===== config.mk =====
export PLATFORM = sky130hd
export DESIGN_NAME = sram_like_bridge
export DESIGN_NICKNAME = d
export VERILOG_FILES = /design/src/rtl/sram_like_bridge_pkg.sv /design/src/rtl/sram_like_bridge_xlate.sv /design/src/rtl/sram_like_bridge.sv
export SDC_FILE = /design/constraint.sdc
export NUM_CORES = 1
export LEC_CHECK = 0
export ABC_AREA = 1
export BUFFER_PORTS_ARGS = -buffer_cell sky130_fd_sc_hd__buf_2
export CORE_MARGIN = 2
export CORE_UTILIZATION = 46
export CTS_CLUSTER_DIAMETER = 40
export CTS_CLUSTER_SIZE = 28
export DETAILED_ROUTE_END_ITERATION = 10
export PLACE_DENSITY_LB_ADDON = 0.2
export SLEW_MARGIN = 20
export SYNTH_ARGS = -nofsm -noshare
export SYNTH_HDL_FRONTEND = slang
export SYNTH_SLANG_ARGS = --single-unit

===== constraint.sdc =====
create_clock -name clk -period 2 [get_ports clk]
set_clock_uncertainty 0.15 [all_clocks]
set_input_delay 0.1 -clock clk [delete_from_list [all_inputs] [get_ports clk]]
set_output_delay 0.1 -clock clk [all_outputs]
set_load 0.005 [all_outputs]

===== src/rtl/sram_like_bridge_pkg.sv =====
// Shared definitions for the sram-like memory bridge: FSM encoding,
// transfer size codes and the kseg0/kseg1 segment-stripping constant.
package sram_like_bridge_pkg;

  // Bridge FSM states
  localparam logic [1:0] ST_IDLE = 2'd0;
  localparam logic [1:0] ST_ADDR = 2'd1;
  localparam logic [1:0] ST_DATA = 2'd2;
  localparam logic [1:0] ST_DONE = 2'd3;

  // Transfer size codes as driven on cpu_size / size
  localparam logic [1:0] SZ_B = 2'd0;
  localparam logic [1:0] SZ_H = 2'd1;
  localparam logic [1:0] SZ_W = 2'd2;
  localparam logic [1:0] SZ_D = 2'd3;

  // Value forced into addr[31:29] for unmapped kseg0/kseg1 windows
  localparam logic [2:0] KSEG_MASK = 3'b000;

  // True for the 0x8000_0000..0xBFFF_FFFF window (kseg0 and kseg1)
  function automatic logic is_kseg01(input logic [1:0] top_bits);
    return (top_bits == 2'b10);
  endfunction

endpackage


===== src/rtl/sram_like_bridge_xlate.sv =====
// Fixed-mapping address translation: kseg0/kseg1 addresses lose their
// segment bits, everything else passes through. Purely combinational.
module mmu_fixed_xlate
  import sram_like_bridge_pkg::*;
#(
  parameter int ADDR_W    = 32,
  parameter bit TRANSLATE = 1'b1
) (
  input  logic [ADDR_W-1:0] vaddr,
  output logic [ADDR_W-1:0] paddr
);

  generate
    if (TRANSLATE && (ADDR_W >= 32)) begin : g_xlate
      // Strip bits [31:29] when the address falls in kseg0/kseg1
      always_comb begin
        paddr = vaddr;
        if (is_kseg01(vaddr[31:30])) begin
          paddr[31:29] = KSEG_MASK;
        end else begin
          paddr = vaddr;
        end
      end
    end else begin : g_pass
      assign paddr = vaddr;
    end
  endgenerate

endmodule


===== src/rtl/sram_like_bridge.sv =====
// Converts a single-cycle CPU memory port into a handshaked sram-like
// master (req/addr_ok/data_ok). Stalls the pipeline while a transaction
// is outstanding and swallows the response of accesses flushed after
// the slave accepted them.
module sram_like_bridge
  import sram_like_bridge_pkg::*;
#(
  parameter int DATA_W    = 32,
  parameter int ADDR_W    = 32,
  parameter bit TRANSLATE = 1'b1
) (
  input  logic                clk,
  input  logic                resetn,
  input  logic                cpu_en,
  input  logic [DATA_W/8-1:0] cpu_wen,
  input  logic [1:0]          cpu_size,
  input  logic [ADDR_W-1:0]   cpu_addr,
  input  logic [DATA_W-1:0]   cpu_wdata,
  input  logic                cpu_flush,
  input  logic                cpu_hold,
  output logic [DATA_W-1:0]   cpu_rdata,
  output logic                cpu_stall,
  output logic                req,
  output logic                wr,
  output logic [1:0]          size,
  output logic [ADDR_W-1:0]   addr,
  output logic [DATA_W-1:0]   wdata,
  input  logic                addr_ok,
  input  logic                data_ok,
  input  logic [DATA_W-1:0]   rdata
);

  logic [1:0]        state_r;
  logic [1:0]        next_state_s;
  logic              discard_r;
  logic              start_s;
  logic              load_s;
  logic [ADDR_W-1:0] paddr_s;

  // Translation happens before latching so addr is frozen while req=1
  mmu_fixed_xlate #(
    .ADDR_W   (ADDR_W),
    .TRANSLATE(TRANSLATE)
  ) u_xlate (
    .vaddr(cpu_addr),
    .paddr(paddr_s)
  );

  // Handshake conditions: new access accepted from the pipeline, and read data to keep
  always_comb begin
    start_s = (state_r == ST_IDLE) && cpu_en && !cpu_flush;
    if (state_r == ST_DATA) begin
      load_s = data_ok && !discard_r && !cpu_flush && !wr;
    end else begin
      load_s = 1'b0;
    end
  end

  // Next-state decode; data_ok only matters in DATA, accepted accesses always complete
  always_comb begin
    next_state_s = state_r;
    case (state_r)
      ST_IDLE: begin
        if (start_s) next_state_s = ST_ADDR;
        else         next_state_s = ST_IDLE;
      end
      ST_ADDR: begin
        if (addr_ok)        next_state_s = ST_DATA;
        else if (cpu_flush) next_state_s = ST_IDLE;
        else                next_state_s = ST_ADDR;
      end
      ST_DATA: begin
        if (!data_ok)                     next_state_s = ST_DATA;
        else if (discard_r || cpu_flush)  next_state_s = ST_IDLE;
        else                              next_state_s = ST_DONE;
      end
      ST_DONE: begin
        if (!cpu_hold || cpu_flush) next_state_s = ST_IDLE;
        else                        next_state_s = ST_DONE;
      end
      default: next_state_s = ST_IDLE;
    endcase
  end

  // Pipeline stall: from the first request cycle until the response arrives
  always_comb begin
    cpu_stall = 1'b0;
    case (state_r)
      ST_IDLE: cpu_stall = cpu_en & ~cpu_flush;
      ST_ADDR: cpu_stall = 1'b1;
      ST_DATA: cpu_stall = 1'b1;
      ST_DONE: cpu_stall = 1'b0;
      default: cpu_stall = 1'b0;
    endcase
  end

  // FSM state and the flag marking an accepted access whose result must be dropped
  always_ff @(posedge clk or negedge resetn) begin
    if (!resetn) begin
      state_r   <= ST_IDLE;
      discard_r <= 1'b0;
    end else begin
      state_r <= next_state_s;
      case (state_r)
        ST_ADDR: discard_r <= addr_ok & cpu_flush;
        ST_DATA: discard_r <= data_ok ? 1'b0 : (discard_r | cpu_flush);
        default: discard_r <= 1'b0;
      endcase
    end
  end

  // Registered bus request, high exactly while the FSM sits in ADDR
  always_ff @(posedge clk or negedge resetn) begin
    if (!resetn) begin
      req <= 1'b0;
    end else begin
      req <= (next_state_s == ST_ADDR);
    end
  end

  // Capture the access attributes once, when the request is first accepted from the CPU
  always_ff @(posedge clk or negedge resetn) begin
    if (!resetn) begin
      wr    <= 1'b0;
      size  <= SZ_B;
      addr  <= '0;
      wdata <= '0;
    end else if (start_s) begin
      wr    <= |cpu_wen;
      size  <= cpu_size;
      addr  <= paddr_s;
      wdata <= cpu_wdata;
    end else begin
      wr    <= wr;
      size  <= size;
      addr  <= addr;
      wdata <= wdata;
    end
  end

  // Load data register: updated only by a completed, non-discarded read
  always_ff @(posedge clk or negedge resetn) begin
    if (!resetn) begin
      cpu_rdata <= '0;
    end else if (load_s) begin
      cpu_rdata <= rdata;
    end else begin
      cpu_rdata <= cpu_rdata;
    end
  end

endmodule


## Word-level counts from Yosys, hierarchy flattened

Cells that the tools add are included.

- Output and inout bits: 101
- Bits of input ports: 109
- Bits in registers: 103

- Multiplexer cells: 12
- Reductions and logical operators: 14
- Bitwise logic cells: 4
- Equality and inequality tests: 5

Operators with widths:

| cell | count |
|---|---|
| 2-to-1 mux 2 bit | 4 |
| case mux 2 bit (4 select lines) | 1 |
| == test 2 bit (second input constant) | 3 |
| logical AND 1 bit | 5 |
| == test 2 x 1 -> 1 bit (second input constant) | 2 |
| zero test 1 bit | 4 |
| 2-to-1 mux 1 bit | 4 |
| OR reduction 4 bit | 1 |
| 2-to-1 mux 3 bit | 1 |
| case mux 1 bit (3 select lines) | 1 |
| AND 1 bit | 2 |
| zero test 2 bit | 1 |
| logical OR 1 bit | 2 |
| case mux 1 bit (2 select lines) | 1 |
| OR reduction 2 bit | 1 |
| NOT 1 bit | 1 |
| OR 1 bit | 1 |

## Longest topological paths before layout

- Depth after elaboration: 6
- Depth in mapped cells: 9

## By module

A second synthesis with hierarchy kept.

- Cell total of the unflattened synthesis: 493
- Area, all modules: 4438.0 µm²

Modules (own cells, without submodules):

| module | cells an instance | area each (µm²) | times used |
|---|---|---|---|
| sram_like_bridge | 458 | 4192.8 | 1 |
| mmu_fixed_xlate | 35 | 245.2 | 1 |

## Least setup slack after synthesis

OpenSTA, ideal clock, no wires.

- Kind: register -> register
- From: register state_r[0]
- To: register wdata[22]
- Path buffers: 2
- Data arrival time: 1278 ps
- Cell stages (with the launch flop): 10
- Setup slack: 456 ps
- Period minus slack after synthesis: 1544 ps
- Required time: 1734 ps
- Path through: dfrtp_1 > inv_1 > ha_1 > nand2_1 > nor2_2 > inv_2 > buf_6 > buf_4 > nand2_1 > nand2_1

- Word-level cells in the longest chain between the ends: 3

Ends and longest elaborated chain:

| element | line | source |
|---|---|---|
| from (decl) | sram_like_bridge.sv:33 | `logic [1:0] state_r;` |
| from (signal assigned) | sram_like_bridge.sv:103 | `state_r <= next_state_s;` |
| zero test 2 bit | sram_like_bridge.sv:51 | `start_s = (state_r == ST_IDLE) && cpu_en && !cpu_flush;` |
| logical AND 1 bit (2 in a row) | sram_like_bridge.sv:51 |  |
| to (signal assigned) | sram_like_bridge.sv:132 | `wdata <= cpu_wdata;` |
| to (signal assigned) | sram_like_bridge.sv:137 | `wdata <= wdata;` |
| to (decl) | sram_like_bridge.sv:27 | `output logic [DATA_W-1:0] wdata,` |

Every way passes these cells.
A chain may end at the register's enable or synchronous reset.

## Worst setup path after layout

- From: register state_r[0]
- To: output port cpu_stall

- Word-level cells in the longest chain between the ends: 3
- Elaborated cells on any way between the ends: 6

Ends and longest elaborated chain:

| element | line | source |
|---|---|---|
| == test 2 bit / == test 2 x 1 -> 1 bit (equally long branches) | sram_like_bridge.sv:88 | `case (state_r)` |
| OR reduction 2 bit (no source line) | -- |  |
| case mux 1 bit (3 select lines) * | sram_like_bridge.sv:88 |  |
| to (decl) | sram_like_bridge.sv:22 | `output logic cpu_stall,` |

Mark *: on every way between the ends. The rest lies on a longest branch, timed or not.

==> summary.txt <==
Outcome
  • Status: complete, no violations

Worst setup path
  • Crit. End Element: primary output
  • Worst Path Required: 1.75 ns
  • CP Max Fanout: 15
  • Critical path, cell by cell: inv_2 -> ha_1 -> nand2_1 -> nor2_4 -> inv_6 -> o21ai_0 -> buf_2
  • Crit path kind: reg -> out
  • Slowest cell on crit path: dfrtp_1
  • Worst Setup Start Kind: flip-flop
  • Worst EP arrival: 1.70 ns
  • Worst path max stage delay: 0.41 ns
  • Flop2flop setup slack: 0.21 ns

STA
  • Final setup fails: 0
  • Relative slew margins: 62.46%
  • Final Hold Fails: 0
  • Setup_tns: 0 ns
  • Fmax: 513.0 MHz
  • Tcrit/Tclk final: 97.46%
  • Post-route minimum period: 1.949 ns
  • Fin. max-slew vios: 0
  • Worst-Margin Slew: 0.5631 ns
  • Hold WS: 0.09638 ns

Detailed routing
  • DR vias/cell: 4.671
  • Post-DRT Antenna Nets: 0
  • Final WL: 12.16 mm
  • First DRT Iteration DRCs: 137
  • Drt pass-1 iters: 4
  • Via count: 4176
  • DR DRC count: 0
  • Avg WL per Cell: 13.60 um

Die
  • Starting Density: 46.62%
  • Row count: 35
  • Top Ports: 210
  • Die Wd: 100.1 um
  • Die height: 100.1 um
  • Die area: 0.01002 mm2
  • Core box area: 0.009109 mm2

Clocking
  • Clock Latency Late Sink: 0.36 ns
  • Clk root buf: clkbuf_8
  • Htree depth: 3
  • CTS buffer count: 9
  • Max clock buf depth: 2
  • CTS tree: yes
  • CTS Sinks: 103
  • Clk slew on worst S/H paths: 0.10 ns

Logic synthesis
  • Mapped cell area: 0.004247 mm2
  • Compound-cell area share of the yosys netlist: 7.572%
  • Post-Synth Adder-Cell Area: 1.768%
  • Sequential-to-total area share from yosys stat: 60.70%
  • Library cells used by synthesis: 18
  • Post-synthesis xor/xnor area fraction: 0%
  • Syn Nets: 573
  • Synth Register Bits: 103
  • Largest family of logic cells by synthesized area: simple AND/OR/NAND/NOR gates
  • Post-Syn Instances: 458
  • Synth area leader: dfrtp_1
  • Ys Warns: 0
  • Post-synthesis mux area share: 0%
  • Simple-Gate Fraction of Synth Area: 22.72%
  • Avg Cell Area, Syn: 9.272 um2
  • Top cells by area, synth: dfrtp_1, nand2_1, o21ai_2, inv_1, buf_6
  • Synth top area share: 60.70%

Global route
  • First-pass GRT wire length: 19.31 mm
  • GRT Total Usage: 24.45%
  • Vias in the first global route: 4270
  • GRT Residual Overflow: 0
  • Initial antenna violation count: 0
  • Maximum number of pins on one net before global-route repair: 59

Worst hold path
  • Hold crit path type: in -> reg

Placed design
  • Hpwl dp: 7.424 mm
  • GP Congestion: 0.7575
  • I/O Buffers: 209

Cells and area
  • Layout Area Growth over Synthesis: 58.57%
  • Diodes inserted: 0
  • Util after Layout: 73.93%
  • Most common cell after layout, fill and taps aside: nand2_1
  • Share of cells above drive strength 1: 34.99%
  • Count of nets after finishing: 894
  • FILL cells: 662
  • Most frequent cells in the layout: nand2_1, buf_2, dlygate4sd3_1

Power
  • Final Power: 0.007083 W
  • Peak supply drop: 695.5 uV
  • PwrDens: 1052 mW/mm2
  • Static Leak: 3.874 nW

Flow run
  • Max-Cap Viols: 0
[cells in the mapped netlist]
master	count
buf_2	6
o21ai_2	32
a21oi_1	2
buf_6	7
ha_1	6
o21ai_0	5
nand4_4	1
nor2_1	9
nand3_1	2
nor2_2	1
dfrtp_1	103
inv_1	39
buf_4	6
nand2_1	235
nor2_4	1
a31oi_1	1
inv_2	1
clkbuf_1	1
[worst paths after layout]
path                       startpoint             to  depth (start not counted)
max in group asynchronous      resetn       addr[31]                          3
max                        state_r[0]      cpu_stall                          7
max reg2reg                state_r[0]       addr[31]                          7
min reg2reg                  addr[19]       addr[19]                          2
min in group asynchronous      resetn        addr[3]                          3
min                         cpu_flush  cpu_rdata[28]                          4
[stage by stage]
| stage | setup slack [ns] | instances | instance area [um2] |
|---|---|---|---|
| floorplan | 0.4556 | 458 | 4247 |
| global placement | 0.3350 | 767 | 5411 |
| detailed placement | 0.2480 | 767 | 5411 |
| CTS | 0.02636 | 890 | 6701 |
| global route | -0.03957 | 894 | 6734 |
| finish | 0.05080 | 894 | 6734 |
[power by group]
part	total [W]	internal [W]	switching, W
Sequential	0.00329	0.00286	0.000438
Clock	0.00134	0.000645	0.000691
Combinational	0.00245	0.00119	0.00127
[what timing repair did]
item / 4_1_cts / 5_1_grt
hold buffers: 108 / 0
endpoints found under the setup margin: 1 / 1
pin swaps: 0 / 1
setup buffers: 0 / 4
gates resized for setup: 1 / 2
gates cloned: 0 / 0
endpoints found under the hold margin: 206 / 0
[critical path: cells and delay by family, from the launching register on]
kind | cells | cell delay (ns)
DFF | 1 | 0.41
buffers and inverters | 3 | 0.34
and+or+nand+nor | 2 | 0.34
adders and majority gates | 1 | 0.18
AOI/OAI and AO/OA | 1 | 0.09
[flip-flops by register name (all words and copies together) (netlist names)]
register / flops
size: 2
discard_r: 1
cpu_rdata: 32
req: 1
addr: 32
wr: 1
wdata: 32
state_r: 2
[layout make-up]
type,count,area [um2],share of cell area [%]
Sequential cell,103,2577,38.28
Timing Repair Buffer,330,2290,34.00
Multi-Input combinational cell,295,1366,20.29
Inverter,40,155.1,2.304
Clock buffer,11,151.4,2.248
Tap cell,111,138.9,2.062
Clock inverter,4,55.05,0.8175
[layer usage]
metal / vias up / global-route usage (%) / wire length [um]
met2: 178 / 43.19 / 6252
met4: 0 / 11.49 / 364
li1: 2017 / - / -
met5: - / 0 / 0
met3: 34 / 6.755 / 858
met1: 1947 / 27.44 / 4683
[logic make-up (layout without fill, tap and decap cells)]
| kind of cell | Yosys count | after routing |
|---|---|---|
| buffers and inverters | 60 | 385 |
| AND/OR/NAND/NOR | 249 | 249 |
| AO/OA/AOI/OAI | 40 | 40 |
| adder cells (fa/ha/maj) | 6 | 6 |
| flip-flops | 103 | 103 |
Note: power is estimated with default switching activity, not from simulation.
